`config.mk`:
```
export PLATFORM = sky130hd
export DESIGN_NAME = alu_arbiter
export DESIGN_NICKNAME = d
export VERILOG_FILES = /design/src/rtl/alu_arb_pkg.sv /design/src/rtl/alu_arbiter_rr_arb2.sv /design/src/rtl/alu_arbiter.sv
export SDC_FILE = /design/constraint.sdc
export NUM_CORES = 1
export LEC_CHECK = 0
export BUFFER_PORTS_ARGS = -buffer_cell sky130_fd_sc_hd__buf_4
export CORE_ASPECT_RATIO = 1.25
export CORE_UTILIZATION = 44
export CTS_CLUSTER_SIZE = 10
export DETAILED_ROUTE_END_ITERATION = 7
export HOLD_SLACK_MARGIN = 0.06
export PLACE_DENSITY = 0.76
export SLEW_MARGIN = 20
export SYNTH_ARGS = -nofsm -noshare
export SYNTH_HDL_FRONTEND = slang
export SYNTH_SLANG_ARGS = --single-unit
export TNS_END_PERCENT = 50
```
`constraint.sdc`:
```
create_clock -name clk -period 1.9 [get_ports clk]
set_input_delay 0.38 -clock clk [delete_from_list [all_inputs] [get_ports clk]]
set_output_delay 0.38 -clock clk [all_outputs]
set_load 0.01 [all_outputs]
```
`src/rtl/alu_arb_pkg.sv`:
```
`default_nettype none
// ============================================================================
//  Module   : alu_arb_pkg
//  Purpose  : Shared types and constants for the two-port ALU arbiter.
//             FSM state enumeration, requester ids, default widths/latency.
//  Revision : 1.0  initial release
// ============================================================================
package alu_arb_pkg;

    typedef enum logic [1:0] {
        IDLE  = 2'd0,
        ISSUE = 2'd1,
        WAIT  = 2'd2,
        RESP  = 2'd3
    } arb_state_e;

    localparam logic REQ0 = 1'b0;
    localparam logic REQ1 = 1'b1;

    localparam int c_DW_DEF      = 8;
    localparam int c_OPW_DEF     = 4;
    localparam int c_ALU_LAT_DEF = 1;

endpackage : alu_arb_pkg
`default_nettype wire

```
`src/rtl/alu_arbiter_rr_arb2.sv`:
```
`default_nettype none
// ============================================================================
//  Module   : rr_arb2
//  Purpose  : Two-input round-robin picker, purely combinational.
//             When both inputs request, the one that did not win last time
//             is chosen; otherwise the sole requester wins.
//  Ports    : req[1:0] in  - request vector
//             last     in  - id of the previous winner
//             gnt[1:0] out - one-hot grant (all zero when nothing requested)
//             id       out - winner id (REQ0 when nothing requested)
//  Revision : 1.0  initial release
// ============================================================================
module rr_arb2
    import alu_arb_pkg::*;
(
    input  logic [1:0] req,
    input  logic       last,
    output logic [1:0] gnt,
    output logic       id
);

    always_comb begin
        id = REQ0;
        if (&req) begin
            id = ~last;
        end else if (req[1]) begin
            id = REQ1;
        end

        gnt = 2'b00;
        if (|req) begin
            gnt = (id == REQ1) ? 2'b10 : 2'b01;
        end
    end

endmodule : rr_arb2
`default_nettype wire

```
`src/rtl/alu_arbiter.sv`:
```
`default_nettype none
// ============================================================================
//  Module   : alu_arbiter
//  Purpose  : Shares one ALU between two requesters with round-robin
//             arbitration. One operation in flight at a time; the result
//             is returned to the issuing requester over a valid/ready pair.
//  Ports    : clk, rst (sync, active-high)
//             req{0,1}_valid/ready/a/b/op  - request channels
//             rsp{0,1}_valid/ready         - response handshakes
//             rsp_y/rsp_carry/rsp_zero     - shared response data
//             alu_a/alu_b/alu_s/alu_en     - ALU drive (alu_en: 1 = hold)
//             alu_y/alu_carry/alu_zero     - ALU result
//  Options  : ALU_ARB_STATS_EN adds stats_clr input and gnt0_cnt/gnt1_cnt
//             16-bit saturating grant counters.
//  Revision : 1.0  initial release
// ============================================================================
module alu_arbiter
    import alu_arb_pkg::*;
#(
    parameter int DW      = c_DW_DEF,
    parameter int OPW     = c_OPW_DEF,
    parameter int ALU_LAT = c_ALU_LAT_DEF
) (
    input  logic            clk,
    input  logic            rst,
    input  logic            req0_valid,
    output logic            req0_ready,
    input  logic [DW-1:0]   req0_a,
    input  logic [DW-1:0]   req0_b,
    input  logic [OPW-1:0]  req0_op,
    input  logic            req1_valid,
    output logic            req1_ready,
    input  logic [DW-1:0]   req1_a,
    input  logic [DW-1:0]   req1_b,
    input  logic [OPW-1:0]  req1_op,
    output logic            rsp0_valid,
    input  logic            rsp0_ready,
    output logic            rsp1_valid,
    input  logic            rsp1_ready,
    output logic [2*DW-1:0] rsp_y,
    output logic            rsp_carry,
    output logic            rsp_zero,
    output logic [DW-1:0]   alu_a,
    output logic [DW-1:0]   alu_b,
    output logic [DW-1:0]   alu_s,
    output logic            alu_en,
    input  logic [2*DW-1:0] alu_y,
    input  logic            alu_carry,
    input  logic            alu_zero
`ifdef ALU_ARB_STATS_EN
    ,
    input  logic            stats_clr,
    output logic [15:0]     gnt0_cnt,
    output logic [15:0]     gnt1_cnt
`endif
);

    localparam logic [1:0] c_ST_IDLE  = IDLE;
    localparam logic [1:0] c_ST_ISSUE = ISSUE;
    localparam logic [1:0] c_ST_WAIT  = WAIT;
    localparam logic [1:0] c_ST_RESP  = RESP;
    localparam logic [2:0] c_CNT_LOAD = 3'(ALU_LAT - 1);

    logic [1:0]      r_state;
    logic            r_rr_last;
    logic            r_owner;
    logic [2:0]      r_cnt;
    logic            r_rsp_valid;
    logic [DW-1:0]   r_alu_a;
    logic [DW-1:0]   r_alu_b;
    logic [DW-1:0]   r_alu_s;
    logic [2*DW-1:0] r_rsp_y;
    logic            r_rsp_carry;
    logic            r_rsp_zero;

    logic [1:0]      w_req;
    logic [1:0]      w_gnt;
    logic            w_win;
    logic            w_idle;
    logic            w_accept;
    logic            w_rsp_ready;
    logic [DW-1:0]   w_sel_a;
    logic [DW-1:0]   w_sel_b;
    logic [OPW-1:0]  w_sel_op;

    assign w_req = {req1_valid, req0_valid};

    rr_arb2 u_rr_arb2 (
        .req  (w_req),
        .last (r_rr_last),
        .gnt  (w_gnt),
        .id   (w_win)
    );

    // Ready is only offered in IDLE, so a grant is also the accept.
    assign w_idle     = (r_state == c_ST_IDLE);
    assign req0_ready = w_idle & w_gnt[0];
    assign req1_ready = w_idle & w_gnt[1];
    assign w_accept   = w_idle & (|w_req);

    assign w_sel_a     = (w_win == REQ1) ? req1_a  : req0_a;
    assign w_sel_b     = (w_win == REQ1) ? req1_b  : req0_b;
    assign w_sel_op    = (w_win == REQ1) ? req1_op : req0_op;
    assign w_rsp_ready = (r_owner == REQ1) ? rsp1_ready : rsp0_ready;

    always_ff @(posedge clk) begin
        if (rst) begin
            r_state     <= c_ST_IDLE;
            r_rr_last   <= REQ1;
            r_owner     <= REQ0;
            r_cnt       <= 3'd0;
            r_rsp_valid <= 1'b0;
            r_alu_a     <= '0;
            r_alu_b     <= '0;
            r_alu_s     <= '0;
            r_rsp_y     <= '0;
            r_rsp_carry <= 1'b0;
            r_rsp_zero  <= 1'b0;
        end else begin
            case (r_state)
                c_ST_IDLE: begin
                    if (w_accept) begin
                        r_alu_a   <= w_sel_a;
                        r_alu_b   <= w_sel_b;
                        r_alu_s   <= {{(DW-OPW){1'b0}}, w_sel_op};
                        r_owner   <= w_win;
                        r_rr_last <= w_win;
                        r_state   <= c_ST_ISSUE;
                    end
                end
                c_ST_ISSUE: begin
                    r_cnt   <= c_CNT_LOAD;
                    r_state <= c_ST_WAIT;
                end
                c_ST_WAIT: begin
                    if (r_cnt == 3'd0) begin
                        r_rsp_y     <= alu_y;
                        r_rsp_carry <= alu_carry;
                        r_rsp_zero  <= alu_zero;
                        r_rsp_valid <= 1'b1;
                        r_state     <= c_ST_RESP;
                    end else begin
                        r_cnt <= r_cnt - 3'd1;
                    end
                end
                c_ST_RESP: begin
                    // No direct issue from here; IDLE re-arbitrates next cycle.
                    if (w_rsp_ready) begin
                        r_rsp_valid <= 1'b0;
                        r_state     <= c_ST_IDLE;
                    end
                end
                default: begin
                    r_rsp_valid <= 1'b0;
                    r_state     <= c_ST_IDLE;
                end
            endcase
        end
    end

    // ALU operates only while the operation is in ISSUE/WAIT.
    assign alu_en     = ~((r_state == c_ST_ISSUE) | (r_state == c_ST_WAIT));
    assign alu_a      = r_alu_a;
    assign alu_b      = r_alu_b;
    assign alu_s      = r_alu_s;
    assign rsp0_valid = r_rsp_valid & (r_owner == REQ0);
    assign rsp1_valid = r_rsp_valid & (r_owner == REQ1);
    assign rsp_y      = r_rsp_y;
    assign rsp_carry  = r_rsp_carry;
    assign rsp_zero   = r_rsp_zero;

`ifdef ALU_ARB_STATS_EN
    logic [15:0] r_gnt0_cnt;
    logic [15:0] r_gnt1_cnt;

    // Clear has priority over a same-cycle increment; counts saturate.
    always_ff @(posedge clk) begin
        if (rst || stats_clr) begin
            r_gnt0_cnt <= 16'd0;
            r_gnt1_cnt <= 16'd0;
        end else begin
            if (req0_valid && req0_ready && (r_gnt0_cnt != 16'hFFFF)) begin
                r_gnt0_cnt <= r_gnt0_cnt + 16'd1;
            end
            if (req1_valid && req1_ready && (r_gnt1_cnt != 16'hFFFF)) begin
                r_gnt1_cnt <= r_gnt1_cnt + 16'd1;
            end
        end
    end

    assign gnt0_cnt = r_gnt0_cnt;
    assign gnt1_cnt = r_gnt1_cnt;
`endif

endmodule : alu_arbiter
`default_nettype wire

```
After elaboration in Yosys (flattened, before gate mapping) --
Index checks and enable logic that the tools add are counted.
Word-level totals: register bits after elaboration 46, bits in latches 0, bits in writable memories 0, bits in read-only memories 0, input port bits 64, output and inout port bits 47, logic and storage cells 56, memories kept 0
Cells by class: add/sub/neg operators 1, multipliers 0, divide/modulo/power cells 0, magnitude comparators 0, eq/ne operators 7, shifts and indexed selects 0, multiplexer cells 17, bitwise operators 9, reduce and logical (&&, ||, !) cells 11
Operators with widths (number):
- 8-bit 2-to-1 mux | 2
- 2-bit 2-to-1 mux | 5
- 2-bit one-hot mux with 4 select lines | 1
- 2-bit AND reduction | 4
- 2-bit inequality test (second input constant) | 3
- 3-bit one-hot mux with 2 select lines | 1
- 3-bit AND reduction | 2
- 1-bit AND | 5
- 1-bit 2-to-1 mux | 5
- 2-bit == test (second input constant) | 2
- 4-bit 2-to-1 mux | 1
- 2-bit nonzero test | 2
- 3-bit zero test | 1
- 3-bit 2-to-1 mux | 1
- 1-bit inverter | 3
- 3-bit by 1-bit subtractor with 3-bit output (second input constant) | 1
- 2-bit by 1-bit == test with 1-bit output (second input constant) | 1
- 2-bit zero test | 1
- 2-bit by 1-bit inequality test with 1-bit output (second input constant) | 1
- 1-bit one-hot mux with 2 select lines | 1
- 2-bit OR reduction | 1
- 1-bit bitwise OR | 1

Depth between registers and ports, before layout --
word-level depth 5, mapped depth 7

By module --
Synthesis repeated with hierarchy kept, for this count alone.
Second synthesis, totals: cell total of the unflattened synthesis 235, area, all modules 2059.5 µm²
Modules (own cells, without submodules):
- alu_arbiter | times used 1, cells an instance 231, area an instance 2033.2 µm², sequential area each 920.9 µm²
- rr_arb2 | times used 1, cells an instance 4, area an instance 26.3 µm², sequential area each 0.0 µm²

Worst setup path before layout --
OpenSTA, ideal clock, no wires.
kind flip-flop to flip-flop, start reg r_state[0], end reg r_alu_a[0], in the netlist alu_a[0], setup time 123 ps, arrival time 1398 ps, required time 1777 ps, setup slack 379 ps, stages on the path, launching flop included 7, buffers on the path 1, period minus slack after synthesis 1521 ps, cell sequence dfxtp_1 inv_1 ha_1 buf_2 o21ai_1 nor3_2 a221o_2
Between the ends: cells in the longest elaborated chain, start to end 3
Ends and longest elaborated chain:
- start, declared | RTL line alu_arbiter.sv:64 | logic [1:0] r_state;
- start signal, assigned | RTL line alu_arbiter.sv:108 | r_state <= c_ST_IDLE;
- start signal, assigned | RTL line alu_arbiter.sv:128 | r_state <= c_ST_ISSUE;
- start signal, assigned | RTL line alu_arbiter.sv:133 | r_state <= c_ST_WAIT;
- 2-bit zero test (*) | RTL line alu_arbiter.sv:96, alu_arbiter.sv:120
- 1-bit AND | RTL line alu_arbiter.sv:99 | assign w_accept = w_idle & (|w_req);
- 2-bit AND reduction (no source line) (*)
- end signal, assigned | RTL line alu_arbiter.sv:123 | r_alu_a <= w_sel_a;
- end, declared | RTL line alu_arbiter.sv:69 | logic [DW-1:0] r_alu_a;
Mark *: on every way between the ends. The rest lies on a longest branch, timed or not. A chain may end at the register's enable or synchronous reset.

Final worst setup path --
start reg r_state[1], end out req1_ready
Between the ends: cells in the longest elaborated chain, start to end 2
Ends and longest elaborated chain:
- 2-bit zero test | RTL line alu_arbiter.sv:96 | assign w_idle = (r_state == c_ST_IDLE);
- 1-bit AND | RTL line alu_arbiter.sv:98 | assign req1_ready = w_idle & w_gnt[1];
- end, declared | RTL line alu_arbiter.sv:32 | output logic req1_ready,
No other way between the ends.

==> flow_summary.html <==
<table>
<tr><th>Metric</th><th>Value</th></tr>
<tr><th colspan="2">Cells and area</th></tr>
<tr><td>Number of fill cells</td><td>393</td></tr>
<tr><td>Area used by multi-input combinational logic</td><td>952.2 um2</td></tr>
<tr><td>Leading cell type in the layout, fill and taps excluded</td><td>buf_4</td></tr>
<tr><td>Synth-to-layout area growth</td><td>48.53%</td></tr>
<tr><td>Final Net Count</td><td>421</td></tr>
<tr><td>Total area of sequential cells</td><td>922.1 um2</td></tr>
<tr><td>Commonest non-fill, non-tap cells in the layout</td><td>buf_4 (113), nand2_1 (72), dfxtp_1 (45)</td></tr>
<tr><td>Share of cells above drive strength 1</td><td>38.07%</td></tr>
<tr><td>Post-route cell area</td><td>2968 um2</td></tr>
<tr><td>Ant diodes</td><td>0</td></tr>
<tr><th colspan="2">Clock network</th></tr>
<tr><td>Clock tree from TritonCTS</td><td>built</td></tr>
<tr><td>Insertion delay to the later sink of the worst-skew pair</td><td>290 ps</td></tr>
<tr><td>H-Tree Level Count</td><td>2</td></tr>
<tr><td>TritonCTS sink count</td><td>46</td></tr>
<tr><td>Inserted Clock Buffers</td><td>5</td></tr>
<tr><td>Maximum root-to-sink buffer count</td><td>2</td></tr>
<tr><td>Post-CTS clock slew at the launch and capture registers of the worst setup and hold paths</td><td>80 ps</td></tr>
<tr><td>Master cell of the clock root buffer</td><td>clkbuf_8</td></tr>
<tr><th colspan="2">Global route</th></tr>
<tr><td>Largest net degree at the start of global routing</td><td>33</td></tr>
<tr><td>First-pass GRT wire length</td><td>7.810 mm</td></tr>
<tr><td>Vias in the first global route</td><td>1,809</td></tr>
<tr><td>Number of antenna violations at the first check in global routing</td><td>0</td></tr>
<tr><td>GR Overflow Total</td><td>0</td></tr>
<tr><td>Overall global routing resource usage</td><td>20.04%</td></tr>
<tr><th colspan="2">Placed design</th></tr>
<tr><td>HPWL reported at the end of detailed placement</td><td>3.578 mm</td></tr>
<tr><td>Worst setup slack before clock tree synthesis</td><td>146.7 ps</td></tr>
<tr><td>Buffers added on ports</td><td>106</td></tr>
<tr><td>Final weighted congestion in routability-driven placement</td><td>0.6994</td></tr>
<tr><td>Post-Place Cell Area</td><td>2819 um2</td></tr>
<tr><th colspan="2">Worst setup path</th></tr>
<tr><td>Stage delay of the slowest cell on the critical path</td><td>390 ps</td></tr>
<tr><td>CP endpoint kind</td><td>output port</td></tr>
<tr><td>Gate family responsible for the most delay along the worst path</td><td>flip-flops</td></tr>
<tr><td>Crit Path Class</td><td>flip-flop to output port</td></tr>
<tr><td>Max FO, Critical Path</td><td>9</td></tr>
<tr><td>CP cell instances</td><td>inv_1 -&gt; ha_1 -&gt; buf_4 -&gt; and2_1 -&gt; buf_4</td></tr>
<tr><td>Buffers plus inverters on the worst setup path</td><td>3</td></tr>
<tr><td>Data arrival, critical path</td><td>1420 ps</td></tr>
<tr><td>Most frequent cell on the critical path</td><td>buf_4</td></tr>
<tr><td>Critical path startpoint category</td><td>flip-flop</td></tr>
<tr><td>Worst Path Required</td><td>1520 ps</td></tr>
<tr><td>Crit path max-delay cell type</td><td>dfxtp_1</td></tr>
<tr><th colspan="2">STA</th></tr>
<tr><td>Final Hold Viols</td><td>0</td></tr>
<tr><td>Share of the cycle needed by the critical path after routing</td><td>94.97%</td></tr>
<tr><td>Clock period minus worst slack</td><td>1804 ps</td></tr>
<tr><td>Highest Clock Rate</td><td>554.2 MHz</td></tr>
<tr><td>Total count of max-transition violations in the final report</td><td>0</td></tr>
<tr><td>Final setup slack of the worst path</td><td>95.65 ps</td></tr>
<tr><td>Worst hold-check slack</td><td>296.6 ps</td></tr>
<tr><td>Setup total negative slack</td><td>0 ps</td></tr>
<tr><td>RSZ-0062 raised after global routing</td><td>false</td></tr>
<tr><td>Count of final setup violators</td><td>0</td></tr>
<tr><td>Worst Skew</td><td>1.977 ps</td></tr>
<tr><th colspan="2">Power</th></tr>
<tr><td>Sequential group share of total power</td><td>37.6%</td></tr>
<tr><td>Combinational share of power</td><td>37.6%</td></tr>
<tr><td>PnR Total Power</td><td>3.552 mW</td></tr>
<tr><td>Switching power</td><td>1.133 mW</td></tr>
<tr><td>Maximum ir drop on the vdd rail</td><td>0.7077 mV</td></tr>
<tr><td>Static leakage</td><td>1.372 nW</td></tr>
<tr><td>Proportion of total power due to net switching</td><td>31.89%</td></tr>
<tr><td>Cell-internal power</td><td>2.419 mW</td></tr>
<tr><td>Power per Cell Area</td><td>1197 nW/um2</td></tr>
<tr><td>Clock power share</td><td>24.7%</td></tr>
<tr><th colspan="2">Logic synthesis</th></tr>
<tr><td>Post-synth EDFFs</td><td>0</td></tr>
<tr><td>Yosys warns</td><td>0</td></tr>
<tr><td>Cells after synthesis</td><td>247</td></tr>
<tr><td>Average cell area after synthesis</td><td>8.090 um2</td></tr>
<tr><td>Post-synthesis sequential area ratio</td><td>46.09%</td></tr>
<tr><td>Cell type with the highest aggregate area in the netlist</td><td>dfxtp_1</td></tr>
<tr><td>Largest cells by area after synthesis</td><td>dfxtp_1 (46%), nand2_1 (14%), a21oi_1 (5.5%)</td></tr>
<tr><td>Count of different cell masters after synthesis</td><td>35</td></tr>
<tr><td>Async set or reset register ratio after synthesis</td><td>0%</td></tr>
<tr><td>Share of the synthesized area in the top cell type</td><td>46.09%</td></tr>
<tr><td>Number of register bits inferred by synthesis</td><td>46</td></tr>
<tr><td>Most instantiated flip-flop cell in the synthesis netlist</td><td>dfxtp_1</td></tr>
<tr><td>Area of the mapped netlist</td><td>1998 um2</td></tr>
<tr><th colspan="2">Drt</th></tr>
<tr><td>Post-DR wirelength/cell</td><td>11.59 um</td></tr>
<tr><td>Via count</td><td>2,003</td></tr>
<tr><td>DRC viols</td><td>0</td></tr>
<tr><td>Antenna-violating nets left</td><td>0</td></tr>
<tr><td>Initial detailed-routing violation count</td><td>87</td></tr>
<tr><td>Drt pass-1 iters</td><td>4</td></tr>
<tr><td>Routed via count divided by cell count</td><td>4.885</td></tr>
<tr><td>Detailed-route wire length</td><td>4.753 mm</td></tr>
<tr><th colspan="2">Die</th></tr>
<tr><td>CORE AREA</td><td>4392 um2</td></tr>
<tr><td>Width of the die</td><td>62.28 um</td></tr>
<tr><td>Number of top-level pins</td><td>111</td></tr>
<tr><td>Initial Utilization</td><td>45.50%</td></tr>
<tr><td>Cell row count</td><td>27</td></tr>
<tr><td>Y dimension of the die</td><td>77.35 um</td></tr>
<tr><td>Overall die area</td><td>4817 um2</td></tr>
<tr><th colspan="2">Job</th></tr>
<tr><td>Number of violations of the max-capacitance limit</td><td>0</td></tr>
<tr><th colspan="2">Worst hold path</th></tr>
<tr><td>Worst hold path type</td><td>input port to flip-flop</td></tr>
<tr><th colspan="2">Run status</th></tr>
<tr><td>Run status</td><td>finished, final reports clean</td></tr>
</table>
-- through the flow --
step                      utilization [%]  cells
after floorplan                         -    250
after global placement              64.19    402
after detailed placement            64.19    402
after CTS                           67.44    410
after global routing                67.58    410
final                               67.58    410
-- final timing paths --
path | startpoint | to | slack, ps | cells after the start
worst max-delay path | r_state[1] | req1_ready | 100 | 5
worst min-delay path | req1_b[4] | alu_b[4] | 300 | 2
worst max register to register | r_state[1] | r_state[1] | 330 | 5
worst min register to register | rsp_y[0] | rsp_y[0] | 460 | 2
-- per-layer routing --
layer,global-route usage (%),vias up,routed length (um)
li1,-,1035,-
met5,0,-,0
met2,35.16,88,2284
met4,5.814,0,38
met3,8.382,5,437
met1,21.93,875,1992
-- layout make-up --
| class | count | area share, % |
|---|---|---|
| clock inverters | 2 | 2.024 |
| well taps | 58 | 2.445 |
| inverters | 8 | 1.012 |
| repair buffers | 113 | 28.58 |
| clock buffers | 6 | 2.782 |
| flip-flops and latches | 46 | 31.07 |
| multi-input cells | 177 | 32.08 |
-- cell families after synthesis --
group	count (synthesis)	share of synthesized area, %
AND/OR/NAND/NOR	94	20.23
AO/OA/AOI/OAI	71	21.67
flip-flops	46	46.09
buffers and inverters	27	7.076
adder cells (fa/ha/maj)	6	3.757
multiplexers	2	1.002
other	1	0.1877
-- power groups by stage --
stage	combinational, mW	sequential (mW)	clock (mW)
CTS	1.35	1.33	0.900
global placement	1.33	1.35	0
floorplan	0.659	1.43	0
detailed placement	1.34	1.35	0
finish	1.34	1.34	0.878
global route	1.47	1.37	0.952
-- synthesized netlist by cell type (2+ instances only) --
master and count:
clkbuf_1 5, mux2i_1 2, buf_6 2, dfxtp_1 46, and3_2 4, nor2_1 5
nor3_1 2, a21oi_1 22, o21ai_0 19, and2_1 3, inv_1 8, buf_2 8
a221o_2 3, ha_1 6, a31oi_1 16, nor2b_1 2, nand2b_1 2, nand2_1 72
buf_4 4
-- sequential cells by signal (all words and copies together) (netlist names) --
| name | count |
|---|---|
| alu_a | 8 |
| alu_b | 8 |
| alu_s | 4 |
| r_cnt | 3 |
| r_owner | 1 |
| r_rr_last | 1 |
| r_rsp_valid | 1 |
| r_state | 2 |
| rsp_carry | 1 |
| rsp_y | 16 |
| rsp_zero | 1 |
-- repair_timing --
action | CTS | global route
hold endpoints to repair | 0 | 0
endpoints found under the setup margin | 0 | 4
hold buffers | 0 | 0
setup buffers | 0 | 0
gates resized for setup | 0 | 3
Note: power is estimated with default switching activity, not from simulation.
